===== src/rtl/msg_modulator.sv =====
// msg_modulator: turns a serial message bit stream into 8-bit DAC samples
// using ASK, FSK or BPSK on a sine carrier taken from a 10-bit phase
// accumulator and a quarter-wave sine table.
//
// Ports:
//   clk        system clock, rising edge
//   rst        asynchronous, active-high reset
//   msg_bit    serial message bit (held for one bit period)
//   valid      frame-active qualifier
//   mod_sel    00 ASK, 01 FSK, 10 BPSK, 11 reserved (midscale output)
//   dac_out    unsigned DAC sample, 128 = midscale
//   out_valid  dac_out carries a frame sample (valid delayed one clk)
//   frame_done one-clk pulse after a frame ends
module msg_modulator #(
  parameter logic [9:0] F0_STEP = 10'd1,
  parameter logic [9:0] F1_STEP = 10'd2
) (
  input  logic       clk,
  input  logic       rst,
  input  logic       msg_bit,
  input  logic       valid,
  input  logic [1:0] mod_sel,
  output logic [7:0] dac_out,
  output logic       out_valid,
  output logic       frame_done
);

  localparam int unsigned PHASE_W = 10;
  localparam int unsigned ADDR_W  = 8;
  localparam int unsigned DAC_W   = 8;

  localparam logic [1:0] MODE_ASK  = 2'b00;
  localparam logic [1:0] MODE_FSK  = 2'b01;
  localparam logic [1:0] MODE_BPSK = 2'b10;

  localparam logic [DAC_W-1:0] MIDSCALE = 8'd128;

  // round(127*sin(2*pi*i/256)) for i = 0..63
  localparam logic [6:0] QSIN [64] = '{
    7'd0,   7'd3,   7'd6,   7'd9,   7'd12,  7'd16,  7'd19,  7'd22,
    7'd25,  7'd28,  7'd31,  7'd34,  7'd37,  7'd40,  7'd43,  7'd46,
    7'd49,  7'd51,  7'd54,  7'd57,  7'd60,  7'd63,  7'd65,  7'd68,
    7'd71,  7'd73,  7'd76,  7'd78,  7'd81,  7'd83,  7'd85,  7'd88,
    7'd90,  7'd92,  7'd94,  7'd96,  7'd98,  7'd100, 7'd102, 7'd104,
    7'd106, 7'd107, 7'd109, 7'd111, 7'd112, 7'd113, 7'd115, 7'd116,
    7'd117, 7'd118, 7'd120, 7'd121, 7'd122, 7'd122, 7'd123, 7'd124,
    7'd125, 7'd125, 7'd126, 7'd126, 7'd126, 7'd127, 7'd127, 7'd127
  };

  logic [PHASE_W-1:0] phase;
  logic [1:0]         mode_r;

  logic [PHASE_W-1:0] step_c;
  logic [ADDR_W-1:0]  addr_c;
  logic [DAC_W-1:0]   sample_c;
  logic [DAC_W-1:0]   next_dac_c;

  // Full-wave sine from the quarter table; the second and fourth quadrants
  // read the table mirrored, and their idx=0 point is the 127 peak that the
  // 64-entry table does not hold.
  function automatic logic [DAC_W-1:0] sine(input logic [ADDR_W-1:0] a);
    logic [5:0] idx;
    logic [6:0] mag;
    idx = a[5:0];
    if (a[6]) begin
      if (idx == 6'd0) mag = 7'd127;
      else             mag = QSIN[6'd0 - idx];
    end else begin
      mag = QSIN[idx];
    end
    if (a[7]) sine = 8'(MIDSCALE - {1'b0, mag});
    else      sine = 8'(MIDSCALE + {1'b0, mag});
  endfunction

  // Phase step, table address (BPSK '0' adds half a turn) and sample select
  always_comb begin
    step_c     = F0_STEP;
    addr_c     = phase[9:2];
    next_dac_c = MIDSCALE;
    if (mode_r == MODE_FSK && msg_bit) step_c = F1_STEP;
    if (mode_r == MODE_BPSK && !msg_bit) addr_c = 8'(phase[9:2] + 8'd128);
    sample_c = sine(addr_c);
    case (mode_r)
      MODE_ASK:  next_dac_c = msg_bit ? sample_c : MIDSCALE;
      MODE_FSK:  next_dac_c = sample_c;
      MODE_BPSK: next_dac_c = sample_c;
      default:   next_dac_c = MIDSCALE;
    endcase
  end

  // Accumulator, mode capture while idle, and registered outputs
  always_ff @(posedge clk or posedge rst) begin
    if (rst) begin
      phase      <= '0;
      mode_r     <= MODE_ASK;
      dac_out    <= MIDSCALE;
      out_valid  <= 1'b0;
      frame_done <= 1'b0;
    end else begin
      out_valid  <= valid;
      frame_done <= out_valid & ~valid;
      if (valid) begin
        phase   <= PHASE_W'(phase + step_c);
        dac_out <= next_dac_c;
      end else begin
        phase   <= '0;
        mode_r  <= mod_sel;
        dac_out <= MIDSCALE;
      end
    end
  end

endmodule


===== config.mk =====
export PLATFORM = sky130hd
export DESIGN_NAME = msg_modulator
export DESIGN_NICKNAME = d
export VERILOG_FILES = /design/src/rtl/msg_modulator.sv
export SDC_FILE = /design/constraint.sdc
export NUM_CORES = 1
export LEC_CHECK = 0
export BUFFER_PORTS_ARGS = -buffer_cell sky130_fd_sc_hd__buf_2
export CAP_MARGIN = 30
export CORE_ASPECT_RATIO = 1.2
export CORE_MARGIN = 2
export CORE_UTILIZATION = 25
export CTS_BUF_LIST = sky130_fd_sc_hd__clkbuf_4 sky130_fd_sc_hd__clkbuf_8 sky130_fd_sc_hd__clkbuf_16
export DETAILED_ROUTE_END_ITERATION = 12
export GPL_TIMING_DRIVEN = 0
export SYNTH_ARGS = -nofsm -noshare
export SYNTH_HDL_FRONTEND = slang
export SYNTH_SLANG_ARGS = --single-unit

===== constraint.sdc =====
create_clock -name clk -period 6.5 [get_ports clk]
set_input_delay 0.325 -clock clk [delete_from_list [all_inputs] [get_ports clk]]
set_output_delay 0.325 -clock clk [all_outputs]
set_load 0.05 [all_outputs]

Word-level counts from Yosys, hierarchy flattened:

Memory sizes are Yosys's and may differ from the RTL's.
Cells that the tools add are included.

* bitwise logic cells: 4
* eq/ne operators: 2
* magnitude comparators: 2
* reduce and logical (&&, ||, !) cells: 6
* mux-type cells: 13
* add/sub/neg operators: 5

Operators by type and width (number)
* 7-bit 2-to-1 mux: 6
* 8-bit 2-to-1 mux: 4
* 8-bit one-hot mux with 2 select lines: 1
* 7-bit >= comparator, second input constant: 2
* 6-bit inverter with 7-bit output: 2
* 10-bit adder: 1
* 10-bit 2-to-1 mux: 1
* 8-bit by 7-bit adder with 8-bit output, first input constant: 1
* 8-bit adder, second input constant: 1
* 8-bit by 7-bit subtractor with 8-bit output, first input constant: 1
* 6-bit zero test: 1
* 1-bit by 6-bit subtractor with 6-bit output, first input constant: 1
* 2-bit by 1-bit == test with 1-bit output, second input constant: 1
* 2-bit == test, second input constant: 1
* 1-bit logical AND: 2
* 2-bit zero test: 1
* 2-bit 2-to-1 mux: 1
* 2-bit OR reduction: 1
* 1-bit AND: 1
* 1-bit zero test: 1
* 1-bit inverter: 1

* input port bits: 6
* output and inout port bits: 10
* word-level logic and storage cells: 39
* register bits after elaboration: 22
* bits in read-only memories: 896
* memories: 2

Memory list
* (no name shown): words 64, bits a word 7, read ports 1, clocked after Yosys merged registers in 0, wr ports 0, RTL line 69 `mag = QSIN[idx];`
* (no name shown): words 64, bits a word 7, read ports 1, clocked after Yosys merged registers in 0, wr ports 0, RTL line 67 `else mag = QSIN[6'd0 - idx];`

Longest topological paths before layout:

* word-level depth: 15
* gate-level depth with buffers: 20
* gate-level depth less buffers: 16

Worst setup path after synthesis:

OpenSTA, ideal clock, no wires.

* path kind: register -> register
* start: reg phase[3]
* end: reg dac_out[4]
* arrival: 3828 ps
* setup slack: 2595 ps
* library setup time: 77 ps
* stages on the path, launching flop included: 21
* required time: 6423 ps
* path through: dfrtp_1 clkbuf_1 buf_2 inv_1 ha_1 inv_1 ha_1 clkbuf_1 buf_1 nand2_1 o22ai_1 a211oi_1 a21oi_1 a21oi_1 a21oi_1 inv_1 ha_1 inv_1 a211oi_1 or3_1 a21oi_1

* cells in the longest elaborated chain, start to end: 14

Ends and longest elaborated chain
* start, declared: RTL line 50 `logic [PHASE_W-1:0] phase;`
* start signal, assigned: RTL line 103 `phase <= PHASE_W'(phase + step_c);`
* 8-bit adder: RTL line 81 `if (mode_r == MODE_BPSK && !msg_bit) addr_c = 8'(phase[9:2] + 8'd128);`
* 8-bit 2-to-1 mux *: RTL line 81
* 1-bit by 6-bit subtractor with 6-bit output: RTL line 67
* 6-bit inverter with 7-bit output (implied by the code): RTL line 67
* memory read 64 x 7 bit
* 7-bit 2-to-1 mux (implied by the code) (2 in series): RTL line 67
* 7-bit 2-to-1 mux: RTL line 66 `if (idx == 6'd0) mag = 7'd127;`
* 7-bit 2-to-1 mux: RTL line 65 `if (a[6]) begin`
* 8-bit by 7-bit adder with 8-bit output or 8-bit by 7-bit subtractor with 8-bit output (tied branches): RTL line 72, 71
* 8-bit 2-to-1 mux *: RTL line 71 `if (a[7]) sine = 8'(MIDSCALE - {1'b0, mag});`
* 8-bit 2-to-1 mux: RTL line 84 `MODE_ASK: next_dac_c = msg_bit ? sample_c : MIDSCALE;`
* 8-bit one-hot mux with 2 select lines *: RTL line 83 `case (mode_r)`
* 8-bit 2-to-1 mux *: RTL line 102 `if (valid) begin`
* end signal, assigned: RTL line 104 `dac_out <= next_dac_c;`
* end, declared: RTL line 23 `output logic [7:0] dac_out,`

Mark *: on every way between the ends. The rest lies on a longest branch, timed or not. The select of a mux whose other input is x is not followed.
A chain may end at the register's enable or synchronous reset.

Worst setup path after layout:

Ends and elaborated chain as after synthesis.

==> impl_table.tex <==
\begin{tabular}{lr}
\hline
Metric & Value \\
\hline
\multicolumn{2}{l}{\textbf{Cells and area}} \\
ANT cells & 0 \\
Final \#Nets & 394 \\
Layout cells sized above 1 & 11.3\% \\
Area added between synthesis and finish & 12.6\% \\
\multicolumn{2}{l}{\textbf{Worst hold path}} \\
Tightest Hold Check Type & in -> async \\
\multicolumn{2}{l}{\textbf{Clock tree}} \\
Clock root cell & sky130\_fd\_sc\_hd\_\_clkbuf\_16 \\
Clock tree from TritonCTS & done \\
Clock transition time at the flip-flop clock pins of the worst setup and hold paths & 0.06 ns \\
Number of gates resized after cts & 0 \\
Post-CTS setup buffer count & 0 \\
Clk\_lat worst skew & 0.25 ns \\
Bufs on Longest Clock Path & 2 \\
H-tree depth & 1 \\
\# clock sinks & 22 \\
CTS buffer count & 3 \\
Total of hold buffers inserted after clock tree synthesis & 0 \\
\multicolumn{2}{l}{\textbf{Global routing}} \\
Total routing resource utilization after global routing & 14.0\% \\
Largest net degree at the start of global routing & 23 \\
Number of global-route vias before repair & 2722 \\
Initial antenna violation count & 0 \\
Overflow left after global routing & 0 \\
Global-route wire length before repair & 13500 um \\
\multicolumn{2}{l}{\textbf{Timing}} \\
Clock period minus worst slack & 5.20 ns \\
Worst Max-Slew Pin Slew & 0.822 ns \\
Slew Limit Headroom & 45.1\% \\
Setup repair after global routing missed its margin & no \\
Count of final hold-check violations & 0 \\
Final setup violating endpoints & 0 \\
Fmax & 0.192 GHz \\
Total negative setup slack & 0 ns \\
Post-route fraction of the period consumed by the critical path & 80.1\% \\
Count of final max-slew check failures & 0 \\
Worst clock skew & 0.00286 ns \\
\multicolumn{2}{l}{\textbf{Die}} \\
Initial standard-cell utilization of the core & 25.7\% \\
I/O pin count & 16 \\
Row count & 41 \\
Y dimension of the die & 118 um \\
DIE WIDTH & 99.0 um \\
Core Region & 10500 um\^{}2 \\
Die footprint & 11700 um\^{}2 \\
\multicolumn{2}{l}{\textbf{Logic synthesis}} \\
Synth top area cells & sky130\_fd\_sc\_hd\_\_dfrtp\_1 (19\%), sky130\_fd\_sc\_hd\_\_ha\_1 (6.9\%), sky130\_fd\_sc\_hd\_\_o21ai\_0 (5.0\%) \\
Number of library cell types mapped by synthesis & 67 \\
Mean instance size in the synthesized netlist & 7.69 um\^{}2 \\
Top cell types by occurrence after synthesis & sky130\_fd\_sc\_hd\_\_nor2\_1 (27), sky130\_fd\_sc\_hd\_\_o21ai\_0 (27), sky130\_fd\_sc\_hd\_\_a21oi\_1 (26), sky130\_fd\_sc\_hd\_\_nand2\_1 (26), sky130\_fd\_sc\_hd\_\_dfrtp\_1 (21) \\
Most common flop cell mapped by yosys & sky130\_fd\_sc\_hd\_\_dfrtp\_1 \\
Fraction of post-synthesis cell area in the top cell type by area & 19.4\% \\
Number of standard cells after synthesis & 352 \\
Dominant cell type by area after synthesis & sky130\_fd\_sc\_hd\_\_dfrtp\_1 \\
Net Count, Synth & 374 \\
Proportion of synthesized flip-flops having asynchronous set or reset & 100\% \\
Count of flip-flops with a built-in enable after synthesis & 0 \\
Synthesized flop and latch total & 22 \\
Warnings from Yosys & 0 \\
Sequential share of the synthesized area & 20.4\% \\
Post-synthesis instance area & 2710 um\^{}2 \\
\multicolumn{2}{l}{\textbf{Detailed routing}} \\
Detailed route wirelength on metal3 & 500 um \\
Detail-routed net length per standard cell & 16.4 um \\
Initial detailed-routing violation count & 249 \\
WL met2 & 3870 um \\
Via count & 2791 \\
Number of design rule violations left after detail routing & 0 \\
Antenna violation net count after detailed routing & 0 \\
Wire length after detailed routing & 8180 um \\
Wire length on met1 & 3400 um \\
Highest metal layer used by the detailed router & met4 \\
Number of iterations in the first detailed-routing pass & 5 \\
Post-DR vias/cell & 5.58 \\
\multicolumn{2}{l}{\textbf{Setup path}} \\
Endpoint arrival time on the critical path & 5.39 ns \\
Launching instance or port of the critical path & phase[3] \\
Critical register-to-register path startpoint & phase[3] \\
Req. time, crit path & 6.68 ns \\
Critical Path Source Type & flip-flop \\
Crit end category & flip-flop \\
Critical path peak fanout & 10 \\
WS Path Type & reg -> reg \\
\multicolumn{2}{l}{\textbf{Placement}} \\
Weighted congestion at the end of routability-driven global placement & 0.917 \\
DPL Wire Length & 6240 um \\
Number of port buffers & 15 \\
\multicolumn{2}{l}{\textbf{Power and ir drop}} \\
Power density over the cells & 182 nW/um\^{}2 \\
Final Total Pwr & 0.555 mW \\
Maximum vdd drop & 0.0813 mV \\
Leakage power of the design & 1.24 nW \\
\multicolumn{2}{l}{\textbf{Status}} \\
Status & completed \\
\multicolumn{2}{l}{\textbf{Flow run}} \\
Count of maximum capacitance violations & 0 \\
\hline
\end{tabular}
[power breakdown]
part / internal [mW] / switching [mW] / leakage [nW]
clock network: 0.122 / 0.0511 / 0.0511
logic: 0.0844 / 0.147 / 0.897
registers: 0.144 / 0.00595 / 0.293
total: 0.351 / 0.204 / 1.24
[layout make-up]
type                            count  area, um^2
Inverter                           17        63.8
Clock inverter                      1        30.0
Fill cell                        1141        7470
Timing Repair Buffer               15        75.1
Buffer                             30         134
Clock buffer                        3        75.1
Sequential cell                    22         552
Tap cell                          129         161
Multi-Input combinational cell    283        1960
[critical path, cell delays in order, from the launching register on]
cell and delay [ns]:
sky130_fd_sc_hd__dfrtp_1 0.46, sky130_fd_sc_hd__clkbuf_1 0.23, sky130_fd_sc_hd__buf_2 0.25, sky130_fd_sc_hd__inv_1 0.31, sky130_fd_sc_hd__ha_1 0.44, sky130_fd_sc_hd__inv_1 0.14
sky130_fd_sc_hd__ha_1 0.43, sky130_fd_sc_hd__clkbuf_1 0.44, sky130_fd_sc_hd__buf_1 0.46, sky130_fd_sc_hd__nand2_1 0.10, sky130_fd_sc_hd__o22ai_1 0.19, sky130_fd_sc_hd__a211oi_1 0.08
sky130_fd_sc_hd__a21oi_1 0.16, sky130_fd_sc_hd__a21oi_1 0.08, sky130_fd_sc_hd__a21oi_1 0.39, sky130_fd_sc_hd__inv_1 0.12, sky130_fd_sc_hd__ha_1 0.22, sky130_fd_sc_hd__inv_1 0.10
sky130_fd_sc_hd__a211oi_1 0.06, sky130_fd_sc_hd__or3_1 0.32, sky130_fd_sc_hd__a21oi_1 0.14
[layer usage]
layer / vias to the layer above / GRT usage [%]
met4: 0 / 6.93
met3: 27 / 2.49
met1: 1322 / 17.1
met2: 114 / 23.2
met5: - / 0
li1: 1328 / -
[final timing paths]
path	endpoint	slack, ns	cells after the start
setup / recovery	dac_out[4]	1.30	20
hold / removal	mode_r[0]	0.22	2
setup reg to reg	dac_out[4]	1.30	20
hold reg to reg	frame_done	0.49	1
max in group asynchronous	dac_out[5]	5.77	2
min in group clk	out_valid	0.26	1
[layout by cell type (no fill, tap or decap), drive strengths merged, types with 3 or more instances in the layout]
cell type,netlist,final
or2,3,3
nor2,27,27
nand3,10,10
mux2,3,3
a211oi,7,7
o211ai,4,4
o21ai,27,27
nor2b,8,8
clkbuf,18,21
or3,4,4
and2,13,13
nand2,26,26
o31ai,6,6
xnor2,9,9
nand2b,9,9
a21o,3,3
a311oi,3,3
a31oi,6,6
inv,16,16
nor3,6,6
o22ai,4,4
a32oi,3,3
a21oi,26,26
o21bai,3,3
and3,3,3
a22oi,3,3
a2111oi,3,3
mux2i,12,12
buf,12,27
dfrtp,21,21
or4,4,4
ha,15,15
[state kept, by name (all words and copies together), names as in the netlist]
register    flops
frame_done      1
phase          10
dac_out         8
mode_r          2
out_valid       1
[through the flow]
stage          setup WS (ns)  instances  cell area, um^2  utilization [%]  hold WS [ns]
2_1_floorplan           2.59        352             2710                -         0.313
3_3_place_gp            1.37        496             2940             28.0         0.465
3_5_place_dp            1.40        496             2940             28.0         0.473
4_1_cts                 1.38        500             3050             29.0         0.253
5_1_grt                0.929        500             3050             29.0         0.255
6_report                1.30        500             3050             29.0         0.223
[logic make-up (layout without fill, tap and decap cells)]
family | after synthesis | in the layout | synth area share (%)
XOR/XNOR | 11 | 11 | 3.56
flip-flops | 22 | 22 | 20.4
AND/OR/NAND/NOR | 119 | 119 | 22.9
multiplexers | 17 | 17 | 7.35
buffers and inverters | 47 | 66 | 7.30
adder cells (fa/ha/maj) | 17 | 17 | 8.04
AO/OA/AOI/OAI | 119 | 119 | 30.4
Note: power is estimated with default switching activity, not from simulation.
